**src/rtl/pwm_servo_driver.sv**
```systemverilog
// Servo/valve PWM driver: clamps handshaked width setpoints and slews the active
// width toward them, one bounded step per PWM period, updating only at period boundaries.
module pwm_servo_driver #(
  parameter int DATA_W     = 20,
  parameter int PERIOD_MAX = 1000000,
  parameter int MIN_PULSE  = 50000,
  parameter int MAX_PULSE  = 250000,
  parameter int PARK_PULSE = 150000,
  parameter int STEP       = 1000
) (
  input  logic              clk,
  input  logic              clr_n,
  input  logic [DATA_W-1:0] count,
  input  logic [DATA_W-1:0] sp_width,
  input  logic              sp_valid,
  output logic              sp_ready,
  output logic              pwm_out,
  output logic              busy,
  output logic              period_start
);

  localparam logic [DATA_W-1:0] PERIOD_MAX_W = DATA_W'(PERIOD_MAX);
  localparam logic [DATA_W-1:0] MIN_W        = DATA_W'(MIN_PULSE);
  localparam logic [DATA_W-1:0] MAX_W        = DATA_W'(MAX_PULSE);
  localparam logic [DATA_W-1:0] PARK_W       = DATA_W'(PARK_PULSE);
  localparam logic [DATA_W:0]   STEP_W       = (DATA_W+1)'(STEP);

  typedef enum logic [1:0] {IDLE, RAMP_UP, RAMP_DOWN} state_t;

  state_t            state, state_nxt;
  logic [DATA_W-1:0] target, target_nxt;
  logic [DATA_W-1:0] active, active_nxt;
  logic              armed;
  logic              busy_nxt;
  logic              boundary;
  logic              fault;
  logic              accept;

  function automatic logic [DATA_W-1:0] clamp_width(input logic [DATA_W-1:0] w);
    if (w < MIN_W)      clamp_width = MIN_W;
    else if (w > MAX_W) clamp_width = MAX_W;
    else                clamp_width = w;
  endfunction

  // One extra bit on the sum so active+STEP can never wrap before the compare.
  function automatic logic [DATA_W-1:0] step_up(input logic [DATA_W-1:0] cur,
                                                input logic [DATA_W-1:0] tgt);
    logic [DATA_W:0] sum;
    sum = {1'b0, cur} + STEP_W;
    if (sum >= {1'b0, tgt}) step_up = tgt;
    else                    step_up = sum[DATA_W-1:0];
  endfunction

  function automatic logic [DATA_W-1:0] step_down(input logic [DATA_W-1:0] cur,
                                                  input logic [DATA_W-1:0] tgt);
    logic [DATA_W:0] floor_v;
    floor_v = {1'b0, tgt} + STEP_W;
    if ({1'b0, cur} <= floor_v) step_down = tgt;
    else                        step_down = cur - STEP_W[DATA_W-1:0];
  endfunction

  assign boundary = (count == PERIOD_MAX_W);
  assign fault    = (count > PERIOD_MAX_W);
  assign accept   = sp_valid & sp_ready;

  // Direction is re-evaluated every boundary against the target held before the
  // edge, so a reversal mid-ramp turns around without overshoot.
  always_comb begin
    state_nxt  = state;
    active_nxt = active;
    target_nxt = target;
    busy_nxt   = 1'b0;
    if (boundary) begin
      if (target > active) begin
        active_nxt = step_up(active, target);
        state_nxt  = (active_nxt == target) ? IDLE : RAMP_UP;
      end else if (target < active) begin
        active_nxt = step_down(active, target);
        state_nxt  = (active_nxt == target) ? IDLE : RAMP_DOWN;
      end else begin
        state_nxt  = IDLE;
      end
    end
    if (accept) target_nxt = clamp_width(sp_width);
    busy_nxt = (state_nxt != IDLE) || (target_nxt != active_nxt);
  end

  always_ff @(posedge clk or negedge clr_n) begin
    if (!clr_n) begin
      state        <= IDLE;
      target       <= PARK_W;
      active       <= PARK_W;
      armed        <= 1'b0;
      busy         <= 1'b0;
      sp_ready     <= 1'b0;
      period_start <= 1'b0;
      pwm_out      <= 1'b0;
    end else begin
      state        <= state_nxt;
      target       <= target_nxt;
      active       <= active_nxt;
      busy         <= busy_nxt;
      sp_ready     <= 1'b1;
      period_start <= boundary;
      if (boundary) armed <= 1'b1;
      // Width changes land on the boundary edge, so the new width first applies at count==0.
      pwm_out      <= armed && !fault && (count < active);
    end
  end

endmodule

```
**config.mk**
```make
export PLATFORM = sky130hd
export DESIGN_NAME = pwm_servo_driver
export DESIGN_NICKNAME = d
export VERILOG_FILES = /design/src/rtl/pwm_servo_driver.sv
export SDC_FILE = /design/constraint.sdc
export NUM_CORES = 1
export LEC_CHECK = 0
export CAP_MARGIN = 25
export CORE_UTILIZATION = 45
export DETAILED_ROUTE_END_ITERATION = 10
export GPL_TIMING_DRIVEN = 0
export PLACE_DENSITY = 0.75
export SLEW_MARGIN = 20
export SYNTH_ARGS = -nofsm -noshare
export SYNTH_HDL_FRONTEND = slang
export SYNTH_SLANG_ARGS = --single-unit
```
**constraint.sdc**
```tcl
create_clock -name clk -period 6 [get_ports clk]
set_input_delay 0.6 -clock clk [delete_from_list [all_inputs] [get_ports clk]]
set_output_delay 0.6 -clock clk [all_outputs]
set_load 0.02 [all_outputs]
```
# ---- Word-level counts from Yosys, hierarchy flattened
# Index checks and enable logic that the tools add are counted.
dict set report totals {
  register_bits 47
  latch_bits 0
  ram_bits 0
  mem_bits_ro 0
  inputBits 43
  output_inout_bits 4
  word_cells 47
  mem_count 0
}
dict set report op_classes {
  n_addsub 3
  mul 0
  div 0
  magnitude_cmp 8
  n_eq_ne 4
  shift 0
  n_mux 18
  n_bitwise 1
  n_reduce_logical 5
}
# operator n
set op_table {}
lappend op_table {{$mux 20} 13}
lappend op_table {{$add 20x10->21 const B} 2}
lappend op_table {{$eq 20x20->1} 2}
lappend op_table {{$lt 20x20->1} 2}
lappend op_table {{$ge 21x20->1} 1}
lappend op_table {{$le 20x21->1} 1}
lappend op_table {{$eq 20x20->1 const B} 1}
lappend op_table {{$gt 20x18->1 const B} 1}
lappend op_table {{$gt 20x20->1} 1}
lappend op_table {{$gt 20x20->1 const B} 1}
lappend op_table {{$lt 20x16->1 const B} 1}
lappend op_table {{$ne 20x20->1} 1}
lappend op_table {{$sub 20x10->20 const B} 1}
lappend op_table {{$mux 2} 4}
lappend op_table {{$logic_and 1x1->1} 2}
lappend op_table {{$reduce_bool 2->1} 1}
lappend op_table {{$and 1x1->1} 1}
lappend op_table {{$logic_not 1->1} 1}
lappend op_table {{$logic_or 1x1->1} 1}
lappend op_table {{$mux 1} 1}

# ---- Logic depth before layout (Yosys ltp)
# Gate-level depths: netlist of run 1.
dict set report depth {
  ltp_word 13
  depth_mapped 21
}

# ---- Worst setup path before layout of run 1
# OpenSTA, ideal clock, no wires.
dict set report synth_timing {
  path_kind {reg2reg}
  startpoint {reg target[6]}
  endpoint {reg busy}
  setup_time_ns 0.138
  arrival_ns 4.151
  slack_ns 1.711
  path_stages_with_launch 20
  n_path_buf 1
  period_less_slack_ns 4.289
  path_cell_list {dfstp_2 > clkbuf_1 > inv_1 > nand4_1 > or3_1 > nand2b_1 > nor4_1 > xnor2_1 > ha_1 > nand3_1 > nor3_1 > a2111oi_0 > o21ai_0 > o21ai_1 > a22oi_4 > o221a_1 > mux2_2 > a2111oi_2 > and4_1 > nand4_1}
}
dict set report synth_between {
  word_cells_on_any_way 26
}
# item line_no
set synth_lines {}
lappend synth_lines {{start: declaration} 31} ;# logic [DATA_W-1:0] target, target_nxt;
lappend synth_lines {{start signal: assignment} 100} ;# target <= target_nxt;
lappend synth_lines {{$add 20x10->21} 57} ;# floor_v = {1'b0, tgt} + STEP_W;
lappend synth_lines {{$le 20x21->1} 58} ;# if ({1'b0, cur} <= floor_v) step_down = tgt;
lappend synth_lines {{$mux 20} 58}
lappend synth_lines {{$mux 20} 77} ;# end else if (target < active) begin
lappend synth_lines {{$mux 20} 74} ;# if (target > active) begin
lappend synth_lines {{$mux 20} 73} ;# if (boundary) begin
lappend synth_lines {{$mux 20} 77}
lappend synth_lines {{$mux 20 *} 74}
lappend synth_lines {{$mux 20 *} 73}
lappend synth_lines {{net active_nxt[18]} 32} ;# logic [DATA_W-1:0] active, active_nxt;
lappend synth_lines {{$ne 20x20->1 *} 85} ;# busy_nxt = (state_nxt != IDLE) || (target_nxt != active_nxt);
lappend synth_lines {{$logic_or 1x1->1 *} 85}
lappend synth_lines {{net busy_nxt} 34} ;# logic busy_nxt;
lappend synth_lines {{end signal: assignment} 102} ;# busy <= busy_nxt;
lappend synth_lines {{end: declaration} 18} ;# output logic busy,
# Mark *: on every way through the listed nets, which the timed path passes. The rest lies on a longest branch. The select of a mux whose other input is x is not followed.
# A chain may end at the register's enable or synchronous reset.

# ---- Worst setup path after layout of run 1
dict set report layout_timing {
  startpoint {reg active[8]}
  endpoint {reg busy}
}
dict set report layout_between {
  elab_chain_len 12
  word_cells_on_any_way 26
}
# item line_no
set layout_rtl {}
lappend layout_rtl {{start: declaration} 32}
lappend layout_rtl {{start signal: assignment} 101} ;# active <= active_nxt;
lappend layout_rtl {{parallel branches: the longest is 11 deep, another holds $add 20x10->21} --}
lappend layout_rtl {{$logic_or 1x1->1 *} 85}
lappend layout_rtl {{net busy_nxt} 34}
# Mark *: on every way through the listed nets, which the timed path passes. The select of a mux whose other input is x is not followed.

==> key figures, run 1 <==
Place
  • Placed Cells: ~980
  • Dpl hpwl: around 19 mm
  • GPL Wtd Cong: about 1.0
  • Setup WS pre-CTS: 0.0659 ns
  • # port buffers: 46

Worst setup path
  • Register-to-Register Setup Slack: around 0.15 ns
  • Crit end category: flop
  • Reg-to-reg startpoint: active[8]$_DFF_PN1_
  • Reg-to-Reg End: busy$_DFF_PN0_
  • Worst path required time: between 6 and 7 ns
  • R2R depth: 18
  • Crit path arrival time: 5.97 ns
  • Crit path launch type: flop
  • WS Path Type: flop to flop
  • Worst Path Max Fanout: 10

Clock tree
  • Worst-path clk slew: around 0.070 ns
  • CTS tree: built
  • Skew-Pair Late Insertion Delay: a little over 0.3 ns
  • # H-tree levels: 2
  • Bufs on Longest Clock Path: 2
  • CTS root buffer: clkbuf_16
  • Hold_buf cts: 0
  • Clk sink count: 47
  • TritonCTS Buffers: 5

Detailed routing
  • Routed wire length: 23.4 mm
  • Routed Antenna Nets: 0
  • Vias/cell: roughly 6.6
  • # DRC: 0
  • Total number of vias: 6,530
  • First-pass DRT Iterations: 5
  • Wire per inst: between 20 and 25 um
  • 1st-iter DRT viols: 796

Cells and area
  • Area growth from synthesis to layout: 13.3%
  • # fillers: about 1,300
  • Highest-count cells in the layout ignoring fill and taps: 79 x ha_1, 68 x xnor2_1, 52 x inv_1, 47 x nand2_1
  • Fin util: roughly 53%
  • Antenna cells: 0
  • Ratio of cells with drive above 1 in the final layout: 9.08%
  • Layout Cells excl Fill: between 900 and 1,000
  • Fin nets: roughly 940
  • Most common cell after layout, fill and taps aside: ha_1

Global routing
  • First-pass GRT wire length: 36.0 mm
  • Gr ovfl total: 0
  • Largest net degree at the start of global routing: between 40 and 50
  • Initial antenna violation count: 0
  • Vias in the first global route: around 6,300
  • Global-route usage over all layers: about a third

Floorplan
  • Chip width: 120 um
  • Rows: 42
  • DIE AREA: between 0.01 and 0.015 mm^2
  • Area of the core: roughly 0.013 mm^2
  • Starting Density: 46.9%
  • Die Ht: around 120 um
  • I/O Pins: 47

STA
  • Final min period: about 5.8 ns
  • Highest Clock Rate: 0.171 GHz
  • Final count of hold timing violations: 0
  • Slew at the pin closest to its max-slew limit: ~0.94 ns
  • Max-slew violation count: 0
  • RSZ-0062 raised after global routing: false
  • Worst Clk Skew: between 0.008 and 0.009 ns
  • Setup violators final: 0
  • Tcrit/Tclk final: a little over nine tenths
  • Final Worst Setup Slack: about 0.15 ns
  • Max-slew headroom: between 30 and 40%
  • Hold WS: between 0.3 and 0.4 ns

Power and ir drop
  • Pint: approximately 600 uW
  • Sw frac: between 30% and 40%
  • Psw: 323 uW
  • Clock share of power: approximately 33%
  • Sequential power share: between 30% and 40%
  • Power per cell area: about 130 mW/mm^2
  • Gate power share: 29.0%
  • Worst VDD drop: 99.7 uV
  • Total leakage power: 3.00 nW

Synth
  • Synthesized area per cell: roughly 8.3 um^2
  • Asr flop ratio synth: 100%
  • Register area share after synthesis: 19.0%
  • EDFF count, synth: 0
  • #FFs+latches synth: 47
  • Cells after Synth: approximately 760
  • Dominant synthesized flop cell: dfrtp_1
  • Mapped Area: around 0.0063 mm^2
  • Yosys cell types: 90
  • Synth warn: 0
  • Net Count, Synth: roughly 880

Outcome
  • Status: finished clean

Hold path
  • HP Class: primary input to async pin

Job
  • MaxCap Viol Count: 0
[routing by layer]
metal / vias to the layer above / routed length (um) / share of wire (%) / global-route usage, %
li1: 2931 / - / - / -
met1: 3101 / 9790 / 42 / 44.6
met2: 413 / 10000 / 43 / 51.1
met3: 85 / 2360 / 10 / 6.60
met4: 0 / 1220 / 5.2 / 16.6
met5: - / 0 / 0 / 0
[state kept, by name, summed over array words and instances, names as in the netlist]
| name | cells |
|---|---|
| active | 20 |
| target | 20 |
| state | 2 |
| armed | 1 |
| busy | 1 |
| period_start | 1 |
| pwm_out | 1 |
| sp_ready | 1 |
[repair_timing]
action	4_1_cts	5_1_grt
resized for setup	0	3
buffers inserted	0	0
setup endpoints to repair	0	1
[how the worst max path moves through the flow]
stage                             start        endpoint  slack, ns  cells past startpoint
detailed placement  target[7]$_DFF_PN1_  busy$_DFF_PN0_       0.07                     19
CTS                 target[7]$_DFF_PN1_  busy$_DFF_PN0_       0.02                     19
global placement    target[7]$_DFF_PN1_  busy$_DFF_PN0_      -0.04                     19
finish              active[8]$_DFF_PN1_  busy$_DFF_PN0_       0.15                     18
global route        active[8]$_DFF_PN1_  busy$_DFF_PN0_       0.08                     18
floorplan           target[6]$_DFF_PN1_  busy$_DFF_PN0_       1.71                     19
[cell families (layout without fill, tap and decap cells)]
family / after synthesis / count (layout) / share of synthesized area (%)
AND/OR/NAND/NOR: 236 / 236 / 20.6
AO/OA/AOI/OAI: 211 / 211 / 24.8
buffers and inverters: 90 / 144 / 6.09
XOR/XNOR: 83 / 83 / 11.5
adder cells (fa/ha/maj): 79 / 79 / 15.7
flip-flops: 47 / 47 / 19.0
multiplexers: 14 / 14 / 2.26
other: 1 / 1 / 0.0595
[area by class of cell]
| type | instances | area [um^2] | area share, % |
|---|---|---|---|
| Clock buffer | 7 | 143 | 2.00 |
| Sequential cell | 47 | 1200 | 16.8 |
| Timing Repair Buffer | 46 | 458 | 6.41 |
| Tap cell | 176 | 220 | 3.08 |
| Clock inverter | 1 | 5.00 | 0.0701 |
| Multi-Input combinational cell | 624 | 4730 | 66.3 |
| Buffer | 33 | 170 | 2.38 |
| Inverter | 57 | 214 | 3.00 |
[power by group through the flow]
stage | sequential, mW | clock [mW] | combinational, mW
6_report | 0.358 | 0.308 | 0.272
5_1_grt | 0.359 | 0.321 | 0.300
4_1_cts | 0.356 | 0.310 | 0.269
3_5_place_dp | 0.362 | 0 | 0.267
3_3_place_gp | 0.362 | 0 | 0.263
2_1_floorplan | 0.350 | 0 | 0.171
[synth_stat cells (16+ instances only)]
cell type  count  share of area [%]
a21o_1        18                2.1
a21oi_1       37                2.9
clkbuf_1      18                1.1
dfrtp_1       31                 12
dfstp_2       16                6.7
ha_1          79                 16
inv_1         52                3.1
nand2_1       47                2.8
nand3_1       25                2.0
nand4_1       18                1.8
nor2_1        45                2.7
nor3_1        26                2.1
o21ai_0       37                2.9
xnor2_1       68                9.4
[per-stage QoR]
step                      total power [mW]  setup TNS (ns)  cell area, um^2
after CTS                            0.935               0             7130
after global routing                 0.980               0             7140
final                                0.938               0             7140
after floorplan                      0.521               0             6300
after global placement               0.625         -0.0449             6990
after detailed placement             0.628               0             6980
[worst max-delay path, cell delays in order, from the launching register on]
cell and delay (ns):
dfstp_2 0.38, buf_6 0.14, or4_4 0.54, buf_6 0.16, nor2_1 0.33, nor3_1 0.15
xnor2_1 0.19, ha_1 0.32, nand4_1 0.13, nor3_1 0.52, o21ai_0 0.33, a311oi_2 0.83
nor2_8 0.13, o22ai_1 0.24, mux2i_1 0.18, o2bb2ai_1 0.20, a2111oi_0 0.39, and4_1 0.30
nand4_1 0.18
(Power assumes the default switching activity.)
==> run 2, diff against run 1 <==
--- a/config.mk
+++ b/config.mk
@@ -6,6 +6,7 @@
 export NUM_CORES = 1
 export LEC_CHECK = 0
 export CAP_MARGIN = 25
+export CORE_MARGIN = 3
 export CORE_UTILIZATION = 45
 export DETAILED_ROUTE_END_ITERATION = 10
 export GPL_TIMING_DRIVEN = 0
==> key figures, run 2 (synthesized netlist as in run 1, its figures left out) <==
Cells and area
  • Antenna cells: 0
  • Post-route cell area: 0.00720 mm^2
  • Ratio of cells with drive above 1 in the final layout: 9.23%
  • Area growth from synthesis to layout: 14.1%
  • Highest-count cells in the layout ignoring fill and taps: 79 x ha_1, 68 x xnor2_1, 52 x inv_1, 47 x nand2_1
  • Area of the multi-input gates: approximately 0.0048 mm^2
  • Regs by FF count: active x20, target x20, state x2
  • Fin nets: around 930
  • Most common cell after layout, fill and taps aside: ha_1
  • Sequential cell area: 0.00120 mm^2
  • # fillers: between 1,000 and 1,500

Detailed routing
  • Routed wire length: about 24 mm
  • Vias/cell: between 6 and 7
  • Wire per inst: around 24 um
  • First-pass DRT Iterations: 5
  • Total number of vias: ~6,400
  • # DRC: 0
  • 1st-iter DRT viols: roughly 630
  • Routed Antenna Nets: 0

Place
  • GPL Wtd Cong: about 1.1
  • # port buffers: 46
  • Dpl cell area: 0.00698 mm^2
  • Dpl hpwl: between 15 and 20 mm

Power and ir drop
  • Gate power share: a little over a quarter
  • Worst VDD drop: 91.8 uV
  • Sequential power share: about 36%
  • Psw: roughly 320 uW
  • Clock share of power: roughly 38%
  • Pint: between 600 and 700 uW
  • Sw frac: between 30% and 40%
  • Power per cell area: around 140 mW/mm^2
  • Total leakage power: between 3 and 4 nW

Global routing
  • Gr ovfl total: 0
  • Initial antenna violation count: 1
  • Largest net degree at the start of global routing: 48
  • Global-route usage over all layers: ~30%
  • First-pass GRT wire length: approximately 36 mm
  • Vias in the first global route: 6,176

STA
  • Max-slew headroom: a little under two fifths
  • Max-slew violation count: 0
  • RSZ-0062 raised after global routing: false
  • Setup violators final: 0
  • Tcrit/Tclk final: a little over nine tenths
  • Highest Clock Rate: roughly 0.17 GHz
  • Hold WS: around 0.33 ns
  • Final count of hold timing violations: 0
  • Final min period: 5.78 ns
  • Slew at the pin closest to its max-slew limit: between 0.9 and 1 ns
  • Worst Clk Skew: between 0.01 and 0.015 ns

Floorplan
  • Starting Density: a little under half
  • Rows: 42
  • DIE AREA: around 0.015 mm^2
  • Die Ht: about 120 um
  • Area of the core: between 0.01 and 0.015 mm^2
  • Chip width: around 120 um
  • I/O Pins: 47

Worst setup path
  • Reg-to-Reg End: busy$_DFF_PN0_
  • Worst path required time: 6.13 ns
  • Crit path launch type: flop
  • Reg-to-reg startpoint: active[8]$_DFF_PN1_
  • R2R depth: 18
  • WS Path Type: flop to flop
  • Crit end category: flop
  • Worst Path Max Fanout: 10
  • Register-to-Register Setup Slack: roughly 0.22 ns
  • Crit path arrival time: about 5.9 ns

Clock tree
  • Bufs on Longest Clock Path: 2
  • Worst-path clk slew: approximately 0.070 ns
  • Clk sink count: 47
  • # H-tree levels: 2
  • Hold_buf cts: 0
  • CTS tree: built
  • Skew-Pair Late Insertion Delay: roughly 0.31 ns
  • CTS root buffer: clkbuf_16
  • TritonCTS Buffers: 5

Hold path
  • HP Class: primary input to async pin

Outcome
  • Status: finished clean

Job
  • MaxCap Viol Count: 0
==> run 2: power by group through the flow <==
stage | logic, mW | clock network [mW] | registers [mW]
2_1_floorplan | 0.171 | 0 | 0.350
3_3_place_gp | 0.265 | 0 | 0.361
3_5_place_dp | 0.267 | 0 | 0.361
4_1_cts | 0.270 | 0.385 | 0.356
5_1_grt | 0.295 | 0.394 | 0.364
6_report | 0.269 | 0.381 | 0.363
==> run 2: worst max-delay path, cell delays in order, from the launching register on <==
cell and delay, ns:
dfstp_2 0.39, buf_6 0.14, or4_4 0.53, buf_6 0.15, nor2_1 0.30, nor3_1 0.15
xnor2_1 0.19, ha_1 0.33, nand4_1 0.14, nor3_1 0.55, o21ai_0 0.39, a311oi_4 0.66
nor2_8 0.13, o22ai_1 0.27, mux2i_1 0.18, o2bb2ai_1 0.21, a2111oi_1 0.46, and4_1 0.27
nand4_1 0.15
==> run 2: layer usage <==
layer  global-route usage, %  share of wire [%]  wire, um  vias to the layer above
met4                    11.7                4.0       952                        2
met2                    46.2                 44     10300                      363
met1                    39.1                 42      9940                     3060
met5                       0              0.055        13                        -
met3                    7.63                 10      2350                       72
li1                        -                  -         -                     2941
==> run 2: what timing repair did <==
action                                  in CTS  in global routing
gates resized for setup                      3                  4
pin swaps                                    0                  0
buffers inserted                             0                  0
endpoints found under the setup margin       1                  1
==> run 2: how the worst max path moves through the flow <==
stage,slack (ns),start,endpoint
finish,0.22,active[8]$_DFF_PN1_,busy$_DFF_PN0_
global route,0.03,active[7]$_DFF_PN1_,busy$_DFF_PN0_
CTS,0.17,target[6]$_DFF_PN1_,busy$_DFF_PN0_
detailed placement,-0.18,target[6]$_DFF_PN1_,busy$_DFF_PN0_
global placement,-0.20,target[6]$_DFF_PN1_,busy$_DFF_PN0_
floorplan,1.71,target[6]$_DFF_PN1_,busy$_DFF_PN0_
==> run 2: final cells by class <==
class | instances | area share (%)
buffer | 31 | 2.30
timing repair buffer | 46 | 6.36
multi-input combinational | 624 | 66.1
sequential | 47 | 16.6
tap | 176 | 3.06
inverter | 57 | 2.97
clock inverter | 2 | 0.835
clock buffer | 6 | 1.79
==> run 2: stage by stage <==
step           cells  setup WS, ns  utilization, %  power, mW  TNS (ns)
2_1_floorplan    761          1.71               -      0.521         0
3_3_place_gp     983        -0.201            51.9      0.626    -0.201
3_5_place_dp     983        -0.176            51.9      0.628    -0.176
4_1_cts          991         0.174            53.4       1.01         0
5_1_grt          989        0.0277            53.5       1.05         0
6_report         989         0.221            53.5       1.01         0
